### config.mk
export PLATFORM = sky130hd
export DESIGN_NAME = uni_shift_reg
export DESIGN_NICKNAME = d
export VERILOG_FILES = /design/src/rtl/uni_shift_reg.sv
export SDC_FILE = /design/constraint.sdc
export NUM_CORES = 1
export LEC_CHECK = 0
export ABC_AREA = 1
export CAP_MARGIN = 20
export CORE_AREA = 2 2 39 41
export CTS_CLUSTER_SIZE = 20
export DETAILED_ROUTE_END_ITERATION = 6
export DIE_AREA = 0 0 41 43
export SLEW_MARGIN = 30
export SYNTH_ARGS = -nofsm -noshare
export SYNTH_HDL_FRONTEND = slang
export SYNTH_SLANG_ARGS = --single-unit
### constraint.sdc
create_clock -name clk -period 1.1 [get_ports clk]
set_input_delay 0.22 -clock clk [delete_from_list [all_inputs] [get_ports clk]]
set_output_delay 0.22 -clock clk [all_outputs]
set_load 0.01 [all_outputs]
### src/rtl/uni_shift_reg.sv
// Universal shift register: hold, shift right, shift left or parallel load,
// chosen each cycle by a 2-bit mode code. q is driven straight from the
// state register, so it has no combinational path from any input.
module uni_shift_reg #(
    parameter int WIDTH = 4
) (
    input  logic             clk,
    input  logic             clr,
    input  logic             serialright,
    input  logic             serialleft,
    input  logic [WIDTH-1:0] in,
    input  logic [1:0]       select,
    output logic [WIDTH-1:0] q
);

    logic [WIDTH-1:0] r_q;
    logic [WIDTH-1:0] w_q_next;

    // Next-value selection; the default arm holds so an undecoded mode is harmless
    always_comb begin
        w_q_next = r_q;
        case (select)
            2'b00:   w_q_next = r_q;
            2'b01:   w_q_next = {serialright, r_q[WIDTH-1:1]};
            2'b10:   w_q_next = {r_q[WIDTH-2:0], serialleft};
            2'b11:   w_q_next = in;
            default: w_q_next = r_q;
        endcase
    end

    // State register; clr low clears regardless of mode or data
    always_ff @(posedge clk) begin
        if (!clr) begin
            r_q <= '0;
        end else begin
            r_q <= w_q_next;
        end
    end

    assign q = r_q;

endmodule

==> results.md, run 1 <==
* CP arrival at 0.82 ns
* Setup Skew at 0.00133 ns
* Hold_ws at 0.619 ns
* Iter 0 DRT Violations at 6
* Antenna diodes at 0
* R2r startpoint: q[3]
* Critical-path top delay cell: dfxtp_1
* Routed WL at 617 um
* Min cycle time layout at 1.04 ns
* Area Overhead vs Synth at 90.4%
* Post-cts resize count at 4
* Clk pin slew, worst setup/hold paths at 0.03 ns
* Slew headroom at 0.901
* Final HPWL DP at 485 um
* DR pass1 iterations at 4
* Gp weighted congestion at 0.728
* Post-CTS setup buffer count at 0
* H-tree levels at 1
* Buffer depth of the longest clock path at 2
* CTS sink cnt at 4
* # IOs at 14
* Total track usage at 0.0822
* Core area at 1380 um^2
* Initial antenna violation count at 0
* Startpoint class of the critical path: flip-flop
* Yosys reg bits at 4
* Slew @ Worst Pin at 0.148 ns
* Hold Vio Cnt, Final at 0
* Chip width at 41 um
* Drt wl/cell at 8.01 um
* Crit end category: output port
* Port Buffers at 13
* Grt met3 use at 0.0471
* Fin. max-slew vios at 0
* Met1 usage at 0.0865
* DR vias/cell at 3.83
* TritonCTS buffer count at 3
* Final nets at 73
* Fillers at 150
* Max reg flops at 4
* Syn_nets at 49
* Status: finished, final reports clean
* Placed cell count at 74
* Max_cap viols at 0
* Hold Startpoint: q[0]
* Number of global-route vias before repair at 254
* Crit Path Class: flip-flop to output port
* Routed Antenna Nets at 0
* Starting density of the core at 0.170
* Critical Path Fanout Max at 2
* Clk Latency, worst-skew pair at 0.23 ns
* GRT busiest layer: met2
* VDD IR max at 0.000425 V
* Crit path buffers/inverters at 1
* Final core utilization at 0.324
* Syn Inst Count at 39
* Worst min path class: flip-flop to flip-flop
* Register area share after synthesis at 0.340
* Die height at 43 um
* Synth Warn # at 0
* Pin count of the biggest net entering global routing at 8
* Area of placed instances at 430 um^2
* First-pass GRT wire length at 883 um
* Gr ovfl total at 0
* DR vias at 295
* Lkg Pwr at 0.219 nW
* Fin crit share at 0.943
* Syn_area_per_cell at 6.03 um^2
* Row count at 14
* Power Total at 469 uW
* Post-route DRC at 0
* Power per cell area at 1050 nW/um^2
* Max Clk Rate at 964 MHz
* Fin area at 448 um^2
* RSZ-0062 raised after global routing: false
* Cell Area, Synth at 235 um^2
* Critical Path Source: q[1]
* CTS tree: yes
* WP data required at 0.88 ns
* CP max stage delay at 0.32 ns
* Crit path cell chain: dlygate4sd2_1
* Die ar. at 1760 um^2
* Cell Count, Final, Fillers Out at 77
* Cell variety after synth at 10
* CTS Root Cell: clkbuf_4
* Cts-stage hold buffer count at 0
* Top delay family on crit path: flip-flops
* Met2 usage at 0.106
* Share of cells above drive strength 1 at 0.180
* Final setup vio count at 0
-- report_power, final --
group | internal (mW) | switching (mW)
clock network | 0.122 | 0.0552
registers | 0.158 | 0.00480
logic | 0.0747 | 0.0548
-- layout make-up --
| class | instances | area, um^2 | share of cell area |
|---|---|---|---|
| tap | 16 | 20.0 | 0.0447 |
| multi-input combinational | 29 | 133 | 0.296 |
| timing repair buffer | 19 | 170 | 0.380 |
| clock buffer | 3 | 22.5 | 0.0503 |
| inverter | 6 | 22.5 | 0.0503 |
| sequential | 4 | 80.1 | 0.179 |
-- cells in the final DEF (no fill, tap or decap), drive strengths merged --
master         Yosys  final
dlygate4sd2        0      4
nand3              7      7
nand2              7      7
nor2               9      9
o21ai              5      5
clkdlybuf4s50      0      9
a21oi              1      1
inv                6      6
dfxtp              4      4
clkbuf             0      3
buf                0      6
-- path summary, 6_finish.rpt --
kind         depth (start not counted)   end  slack (ns)
max                                  1  q[1]        0.06
min                                  3  q[0]        0.62
max reg2reg                          5  q[2]        0.29
min reg2reg                          3  q[0]        0.62
-- layer usage --
layer | share of wire | up-vias
met4 | 0.0081 | 0
met1 | 0.46 | 113
met5 | 0 | -
li1 | - | 169
met2 | 0.43 | 11
met3 | 0.10 | 2
-- cell families (layout without fill, tap and decap cells) --
kind of cell           count (synthesis)  after routing  synth area share
AO/OA/AOI/OAI                          6              6             0.128
flip-flops                             4              4             0.340
buffers and inverters                  6             28            0.0957
AND/OR/NAND/NOR                       23             23             0.436
-- cell usage after synthesis --
cell     n  area (um^2)
inv_2    1         3.75
nor2_1   9         33.8
dfxtp_1  4         80.1
nand3_1  7         35.0
o21ai_1  1         5.00
o21ai_0  4         20.0
nand2_1  6         22.5
nand2_4  1         11.3
inv_1    5         18.8
a21oi_1  1         5.00
-- stage by stage --
stage,setup TNS (ns),setup slack (ns)
detailed placement,-0.533,-0.140
floorplan,0,0.400
CTS,0,0.0469
global placement,-0.505,-0.133
global route,0,0.00795
finish,0,0.0630
Power figures use the tool's default switching activity.
==> run 2, diff against run 1 <==
Settings changed: TNS_END_PERCENT set to 100.
==> results of run 2 <==
Final layout, timing and power as in run 1 (identical DEF).
==> run 3, diff against run 2 <==
Settings changed: ABC_CLOCK_PERIOD_IN_PS set to 1100, CTS_BUF_LIST set to sky130_fd_sc_hd__clkbuf_4 sky130_fd_sc_hd__clkbuf_8 sky130_fd_sc_hd__clkbuf_16.
==> results of run 3 <==
Final layout, timing and power as in run 1 (identical DEF).
